File: config.mk
export PLATFORM = sky130hd
export DESIGN_NAME = clint_flat
export DESIGN_NICKNAME = d
export VERILOG_FILES = /design/src/rtl/clint_if.sv /design/src/rtl/clint.sv /design/src/flat_wrapper.sv
export SDC_FILE = /design/constraint.sdc
export NUM_CORES = 1
export LEC_CHECK = 0
export ABC_AREA = 1
export BUFFER_PORTS_ARGS = -buffer_cell sky130_fd_sc_hd__buf_4
export CORE_ASPECT_RATIO = 1.75
export CORE_UTILIZATION = 49
export CTS_CLUSTER_SIZE = 28
export DETAILED_ROUTE_END_ITERATION = 7
export GPL_ROUTABILITY_DRIVEN = 0
export PLACE_DENSITY = 0.74
export SYNTH_ARGS = -nofsm -noshare
export SYNTH_HDL_FRONTEND = slang
export SYNTH_SLANG_ARGS = --single-unit
File: constraint.sdc
create_clock -name clk -period 4.05 [get_ports clk]
set_input_delay 0.405 -clock clk [delete_from_list [all_inputs] [get_ports clk]]
set_output_delay 0.405 -clock clk [all_outputs]
set_load 0.01 [all_outputs]
File: src/rtl/clint_if.sv
// Request/response bus between a requester and the CLINT register block.
// One request in flight at a time; the response is held until accepted.
interface clint_if;
   logic        req_valid;
   logic        req_ready;
   logic        req_wen;
   logic [63:0] req_addr;
   logic [63:0] req_wdata;
   logic [7:0]  req_wstrb;
   logic        resp_valid;
   logic        resp_ready;
   logic [63:0] resp_rdata;
   logic        resp_err;

   modport master (
      output req_valid, req_wen, req_addr, req_wdata, req_wstrb, resp_ready,
      input  req_ready, resp_valid, resp_rdata, resp_err
   );

   modport slave (
      input  req_valid, req_wen, req_addr, req_wdata, req_wstrb, resp_ready,
      output req_ready, resp_valid, resp_rdata, resp_err
   );
endinterface

File: src/rtl/clint.sv
// Core-local interruptor: msip, mtimecmp and a prescaled 64-bit mtime behind
// a two-state request/response bus, driving the timer and software interrupts.
module clint #(
   parameter logic [63:0] BASE_ADDR = 64'h0000_0000_0200_0000,
   parameter int          TICK_DIV  = 1
) (
   input  logic    clk,
   input  logic    rst,
   clint_if.slave  bus,
   output logic    clint_mtip,
   output logic    clint_msip
);
   localparam logic [0:0] ST_IDLE = 1'b0;
   localparam logic [0:0] ST_RESP = 1'b1;
   localparam logic [7:0] TICK_LAST = 8'(TICK_DIV - 1);

   logic [0:0]  state_q, state_d;
   logic [7:0]  presc_q, presc_d;
   logic [63:0] mtime_q, mtime_d;
   logic [63:0] mtimecmp_q, mtimecmp_d;
   logic        msip_q, msip_d;
   logic        mtip_q, mtip_d;
   logic        resp_valid_q, resp_valid_d;
   logic [63:0] resp_rdata_q, resp_rdata_d;
   logic        resp_err_q, resp_err_d;

   logic [63:0] aligned_addr;
   logic [63:0] offset;
   logic        in_range;
   logic        hit_msip, hit_cmp, hit_time, mapped;
   logic        accept, do_write;
   logic [63:0] byte_mask;
   logic [63:0] rd_sel;

   for (genvar gi = 0; gi < 8; gi++) begin : g_mask
      assign byte_mask[gi*8 +: 8] = {8{bus.req_wstrb[gi]}};
   end

   always_comb begin
      aligned_addr = {bus.req_addr[63:3], 3'b000};
      offset       = aligned_addr - BASE_ADDR;
      // Subtraction wraps for addresses below the base, so check both ends.
      in_range     = (aligned_addr >= BASE_ADDR) && (offset[63:16] == 48'd0);
      hit_msip     = in_range && (offset[15:0] == 16'h0000);
      hit_cmp      = in_range && (offset[15:0] == 16'h4000);
      hit_time     = in_range && (offset[15:0] == 16'hBFF8);
      mapped       = hit_msip || hit_cmp || hit_time;
      accept       = bus.req_valid && (state_q == ST_IDLE);
      do_write     = accept && bus.req_wen && (bus.req_wstrb != 8'd0);

      rd_sel = 64'd0;
      if (hit_msip) rd_sel = {63'd0, msip_q};
      if (hit_cmp)  rd_sel = mtimecmp_q;
      if (hit_time) rd_sel = mtime_q;
   end

   always_comb begin
      presc_d      = presc_q;
      mtime_d      = mtime_q;
      mtimecmp_d   = mtimecmp_q;
      msip_d       = msip_q;
      state_d      = state_q;
      resp_valid_d = resp_valid_q;
      resp_rdata_d = resp_rdata_q;
      resp_err_d   = resp_err_q;

      if (presc_q == TICK_LAST) begin
         presc_d = 8'd0;
         mtime_d = mtime_q + 64'd1;
      end else begin
         presc_d = presc_q + 8'd1;
      end

      // A bus write to mtime overrides this cycle's tick and restarts the prescaler.
      if (do_write && hit_time) begin
         mtime_d = (mtime_q & ~byte_mask) | (bus.req_wdata & byte_mask);
         presc_d = 8'd0;
      end
      if (do_write && hit_cmp)
         mtimecmp_d = (mtimecmp_q & ~byte_mask) | (bus.req_wdata & byte_mask);
      if (do_write && hit_msip && bus.req_wstrb[0])
         msip_d = bus.req_wdata[0];

      mtip_d = (mtime_d >= mtimecmp_d);

      case (state_q)
         ST_IDLE: begin
            if (accept) begin
               state_d      = ST_RESP;
               resp_valid_d = 1'b1;
               resp_err_d   = !mapped;
               resp_rdata_d = bus.req_wen ? 64'd0 : rd_sel;
            end
         end
         ST_RESP: begin
            if (bus.resp_ready) begin
               state_d      = ST_IDLE;
               resp_valid_d = 1'b0;
               resp_rdata_d = 64'd0;
               resp_err_d   = 1'b0;
            end
         end
         default: state_d = ST_IDLE;
      endcase
   end

   always_ff @(posedge clk) begin
      if (rst) begin
         state_q      <= ST_IDLE;
         presc_q      <= 8'd0;
         mtime_q      <= 64'd0;
         mtimecmp_q   <= 64'hFFFF_FFFF_FFFF_FFFF;
         msip_q       <= 1'b0;
         mtip_q       <= 1'b0;
         resp_valid_q <= 1'b0;
         resp_rdata_q <= 64'd0;
         resp_err_q   <= 1'b0;
      end else begin
         state_q      <= state_d;
         presc_q      <= presc_d;
         mtime_q      <= mtime_d;
         mtimecmp_q   <= mtimecmp_d;
         msip_q       <= msip_d;
         mtip_q       <= mtip_d;
         resp_valid_q <= resp_valid_d;
         resp_rdata_q <= resp_rdata_d;
         resp_err_q   <= resp_err_d;
      end
   end

   assign bus.req_ready  = (state_q == ST_IDLE);
   assign bus.resp_valid = resp_valid_q;
   assign bus.resp_rdata = resp_rdata_q;
   assign bus.resp_err   = resp_err_q;
   assign clint_mtip     = mtip_q;
   assign clint_msip     = msip_q;
endmodule

File: src/flat_wrapper.sv
// flat-port wrapper written by rule: the top's interface ports become plain ports
module clint_flat 
#(
   parameter logic [63:0] BASE_ADDR = 64'h0000_0000_0200_0000,
   parameter int          TICK_DIV  = 1
)
  (clk, rst, clint_mtip, clint_msip, bus_req_valid, bus_req_wen, bus_req_addr, bus_req_wdata, bus_req_wstrb, bus_resp_ready, bus_req_ready, bus_resp_valid, bus_resp_rdata, bus_resp_err);
  clint_if bus_i ();
  input  logic clk;
  input  logic rst;
  output logic clint_mtip;
  output logic clint_msip;
  input wire logic [$bits(bus_i.req_valid)-1:0] bus_req_valid;
  input wire logic [$bits(bus_i.req_wen)-1:0] bus_req_wen;
  input wire logic [$bits(bus_i.req_addr)-1:0] bus_req_addr;
  input wire logic [$bits(bus_i.req_wdata)-1:0] bus_req_wdata;
  input wire logic [$bits(bus_i.req_wstrb)-1:0] bus_req_wstrb;
  input wire logic [$bits(bus_i.resp_ready)-1:0] bus_resp_ready;
  output wire logic [$bits(bus_i.req_ready)-1:0] bus_req_ready;
  output wire logic [$bits(bus_i.resp_valid)-1:0] bus_resp_valid;
  output wire logic [$bits(bus_i.resp_rdata)-1:0] bus_resp_rdata;
  output wire logic [$bits(bus_i.resp_err)-1:0] bus_resp_err;
  assign bus_i.req_valid = bus_req_valid;
  assign bus_i.req_wen = bus_req_wen;
  assign bus_i.req_addr = bus_req_addr;
  assign bus_i.req_wdata = bus_req_wdata;
  assign bus_i.req_wstrb = bus_req_wstrb;
  assign bus_i.resp_ready = bus_resp_ready;
  assign bus_req_ready = bus_i.req_ready;
  assign bus_resp_valid = bus_i.resp_valid;
  assign bus_resp_rdata = bus_i.resp_rdata;
  assign bus_resp_err = bus_i.resp_err;
  clint #(.BASE_ADDR(BASE_ADDR), .TICK_DIV(TICK_DIV)) u_core (.clk(clk), .rst(rst), .bus(bus_i), .clint_mtip(clint_mtip), .clint_msip(clint_msip));
endmodule
======== After elaboration in Yosys (flattened, before gate mapping) ========
Index checks and enable logic that the tools add are counted.
word-level totals
  register bits ........................... 205
  bits in latches ......................... 0
  bits in writable memories ............... 0
  bits in read-only memories .............. 0
  input bits .............................. 141
  output and inout port bits .............. 69
  logic and storage cells ................. 63
  memories ................................ 0
operators by class
  $add $sub $neg .......................... 3
  multiply operators ...................... 0
  divide/modulo/power cells ............... 0
  order comparisons ....................... 2
  eq/ne operators ......................... 4
  shift operators ......................... 0
  muxes and demuxes ....................... 18
  bitwise logic cells ..................... 7
  reductions and logical operators ........ 20
operators with widths
  cell                    number
  $mux 64                 8
  $and 64x64->64          3
  $or 64x64->64           2
  $pmux 64 s2             1
  $add 64x1->64 const B   1
  $ge 64x26->1 const B    1
  $ge 64x64->1            1
  $not 64->64             1
  $sub 64x26->64 const B  1
  $logic_not 48->1        1
  $eq 16x15->1 const B    1
  $eq 16x16->1 const B    1
  $logic_not 16->1        1
  $logic_and 1x1->1       11
  $add 8x1->8 const B     1
  $logic_not 8->1         1
  $reduce_bool 8->1       1
  $mux 1                  6
  $pmux 1 s2              3
  $reduce_or 3->1         1
  $logic_or 1x1->1        2
  $ne 2x1->1 const B      1
  $ne 2x2->1 const B      1
  $reduce_and 2->1        1
  2 further kinds         2

======== Longest topological paths before layout ========
  depth in word-level cells ............... 10
  gate-level depth with buffers ........... 33
  mapped depth without buffers ............ 33

======== Worst setup path before layout ========
OpenSTA, ideal clock, no wires.
  kind .................................... in2reg
  from .................................... input port bus_req_addr[25]
  to ...................................... register u_core.mtip_q (netlist: u_core.clint_mtip)
  setup time .............................. 57 ps
  arrival time ............................ 3,886 ps
  required time ........................... 3,993 ps
  path slack .............................. 107 ps
  cell stages on the path ................. 29
  cell sequence ........................... inv_1 ha_1 nand2_2 nor2_4 nand2_1 o21ai_1 and2_1 nand2_1 nor2_1 nand3_1 nor2_1 and2_2 nand3_1 buf_2 buf_4 nand3_1 nand2_1 ha_1 nand2_1 inv_1 nand3_1 nor3_1 inv_1 nor4_1 and3_1 nand4_1 nand3_1 nand2_1 inv_1
between the ends
  cells in the longest elaborated chain, start to end .. 7
RTL lines
  item                    line                RTL
  from (decl)             flat_wrapper.sv:15  input wire logic [$bits(bus_i.req_addr)-1:0] bus_req_addr;
  $sub 64x26->64          clint.sv:41         offset = aligned_addr - BASE_ADDR;
  $logic_not 48->1        clint.sv:43         in_range = (aligned_addr >= BASE_ADDR) && (offset[63:16] == 48'd0);
  $logic_and 1x1->1 (*)   clint.sv:43
  $logic_and 1x1->1 (*)   clint.sv:46         hit_time = in_range && (offset[15:0] == 16'hBFF8);
  $logic_and 1x1->1 (*)   clint.sv:75         if (do_write && hit_time) begin
  $mux 64 (*)             clint.sv:75
  via u_core.mtime_d[63]  clint.sv:19         logic [63:0] mtime_q, mtime_d;
  $ge 64x64->1 (*)        clint.sv:84         mtip_d = (mtime_d >= mtimecmp_d);
  to (signal assigned)    clint.sv:124        mtip_q <= mtip_d;
  to (decl)               clint.sv:22         logic mtip_q, mtip_d;
Mark *: on every way through the listed nets, which the timed path passes. The rest lies on a longest branch.
A chain may end at the register's enable or synchronous reset.

======== Final worst setup path ========
Ends and elaborated chain as after synthesis.

==> impl_results.md <==
* Status: finished with violations
* Violated checks: design-rule violations, negative setup slack
* Hold crit path type: in -> reg
* Max frequency at around 240 MHz
* Max-slew violations at 0
* Min-Delay Path Depth at 3
* Synth Cell Area at 14550 um2
* Post-DP HPWL at 45.50 mm
* Die Wd at 132.2 um
* Maximum VDD drop at 317.7 uV
* HP Start: bus_req_wdata[5]
* Top_reg_cell synth: dfxtp_1
* Final Hold Vio Count at 0
* CTS tree: yes
* CP Class: in -> reg
* Max-Cap Viols at 0
* CTS buffer count at 21
* Tightest Pin Transition at between 0.9 and 1 ns
* DRT Pass-1 Iters at 8
* Largest stage delay on the critical path at 0.37 ns
* Initial antenna violation count at 2
* Die area at 30410 um2
* Clk_lat worst skew at 0.53 ns
* FF-to-FF path depth at 26
* I/O pin count at 210
* Routed wire per std cell at 18.44 um
* Pin count of the biggest net entering global routing at 76
* Final Skew at about 0.026 ns
* Yosys top cell area share at 0.2821
* Worst Path Required at 4.52 ns
* Final setup margin at -0.07931 ns
* Worst setup SP type: input port
* Met3 GRT Util at 0.09193
* # H-tree levels at 1
* Reg2reg start: u_core.presc_q[1]
* Final setup violation count at 1
* Global-route wire length before repair at 93.70 mm
* GRT overflow at 0
* Final Non-Filler Cells at 3285
* Max clock buf depth at 3
* Synth Area per Inst at 6.143 um2
* Tot Pwr at between 4000 and 5000 uW
* Vias at 18.63k
* Site Rows at 83
* Port-buffer cells at 206
* 1st-iter DRT viols at ~1.4k
* Busiest layer in global routing: met2
* Critical-path maximum fanout at 13
* Tmin final at 4.129 ns
* Crit. End Element: flip-flop
* RSZ-0062 raised after global routing: yes
* Cell chosen for the clock root: clkbuf_16
* Pleak at 0.01036 uW
* Worst path most repeated cell: nand2_1
* Die Span Y at 229.9 um
* Syn Inst Count at 2368
* Starting Density at 0.4967
* Min Hold Slack at 0.1155 ns
* TNS Setup at -0.07931 ns
* Reg-to-reg setup timing slack at -0.01 ns
* Core Area at 29290 um2
* Yosys top cell by area: dfxtp_1
* TritonCTS sink count at 205
* Post-route clock period utilization at 1.020
* GR Util met2 at 0.6944
* Routed Antenna Nets at 0
* Met1 Use GR at 0.3600
* Min-Delay Endpoint: u_core.mtimecmp_q[5]
* Dpl ws at -0.7429 ns
* FF-to-FF End: u_core.clint_mtip
* Area delta synth->final at 38.49%
* Vias in the first global route at between 15k and 20k
* Slew margin rel. at 0.3442
* EDFF count, synth at 0
* # DRC at 7
* Syn nets at 2577
* Arr. time, crit path at 4.60 ns
* Placed insts at approximately 3.2k
* Post-synthesis sequential area ratio at 0.2821
* Async SR Flop Fraction at 0
* Routed WL at 60.57 mm
* Synth area leaders: dfxtp_1, nand2_1, nor2_1
* Vias per cell at 5.671
* Cell at the slowest stage of the critical path: o211ai_1
* Clock transition at path regs at 0.07 ns
* Total track usage at 0.3938
* Nets at 3098
* Pwr Density at approximately 230 nW/um2
* Count of cell types in the netlist at 55
* Synth Register Bits at 205
* Ant. Diodes at 0
* Synth warnings at 0
* Layout cells sized above 1 at 0.2635
==> critical path: cells and delay by family <==
kind | cells | cell delay (ns)
compound gates | 4 | 0.69
fa+ha+maj | 1 | 0.33
buf+inv | 9 | 1.20
simple gates | 17 | 1.94
==> logic make-up (layout without fill, tap and decap cells) <==
kind of cell / after synthesis / in the layout / synth area share
adders and majority gates: 68 / 68 / 0.05849
xor gates and xnor gates: 58 / 58 / 0.03492
muxes: 2 / 2 / 0.001376
AOI/OAI and AO/OA: 398 / 398 / 0.1535
DFF: 205 / 205 / 0.2821
and+or+nand+nor: 1263 / 1263 / 0.3693
buffers and inverters: 374 / 909 / 0.1002
==> cell usage in the layout (no fill, tap or decap), drive strengths merged, types with 20 or more instances in the layout <==
cell type  instances
xor2              54
clkbuf            27
inv              288
nor2             284
dfxtp            205
nand4             49
ha                68
nand2            705
nor4              20
o21ai            164
buf              583
nor3              80
a21oi            173
nand3             89
==> report_power, final <==
part	total (uW)	switching, uW	internal, uW
combinational	541	312	229
sequential	2030	5.27	2020
clock	2020	870	1140
total	4580	1190	3390
==> final cells by class <==
class | count | area (um2)
fillers | 2573 | 9140
repair buffers | 583 | 4481
flip-flops and latches | 205 | 4105
multi-input cells | 1789 | 9295
inverters | 289 | 1092
clock buffers | 27 | 578.1
well taps | 382 | 478.0
clock inverters | 10 | 116.4
==> how the worst max path moves through the flow <==
stage                              to  cells after the start  slack, ns        startpoint
global placement    u_core.clint_mtip                     33      -0.64  bus_req_addr[31]
global route        u_core.clint_mtip                     30      -0.44  bus_req_addr[32]
finish              u_core.clint_mtip                     31      -0.08  bus_req_addr[25]
CTS                 u_core.clint_mtip                     30      0.002  bus_req_addr[31]
floorplan           u_core.clint_mtip                     29       0.11  bus_req_addr[25]
detailed placement  u_core.clint_mtip                     33      -0.74  bus_req_addr[31]
==> cell usage after synthesis, drive strengths merged, types with 49 or more instances <==
master / number
o21ai: 164
nor3: 80
dfxtp: 205
xor2: 54
nor2: 284
a21oi: 173
nand4: 49
ha: 68
clkbuf: 63
inv: 287
nand2: 705
nand3: 89
==> stage by stage <==
step / instance area, um2 / util
CTS: 19970 / 0.6819
floorplan: 14550 / -
detailed placement: 19100 / 0.6522
global route: 20150 / 0.6879
global placement: 19100 / 0.6522
finish: 20150 / 0.6879
==> repair_timing <==
action                                  in CTS  in global routing
endpoints found under the setup margin       1                  1
gates resized for setup                     28                 41
buffers inserted                             6                  1
hold buffers                                 0                  0
pin swaps                                   11                 16
==> flip-flops by register name (all words and copies together), names as in the netlist <==
register,flops
u_core.bus.resp_valid,1
u_core.presc_q,8
u_core.state_q,1
u_core.bus.resp_rdata,64
u_core.mtimecmp_q,64
u_core.mtime_q,64
u_core.bus.resp_err,1
u_core.clint_mtip,1
u_core.clint_msip,1
==> per-layer routing <==
metal / share of wire / wire (um) / vias to the layer above
li1: - / - / 8713
met1: 0.32 / 19120 / 8421
met2: 0.48 / 29340 / 1045
met3: 0.081 / 4900 / 447
met4: 0.12 / 7182 / 4
met5: 0.00050 / 30 / -
No activity file was read; power rests on OpenSTA's default activity.
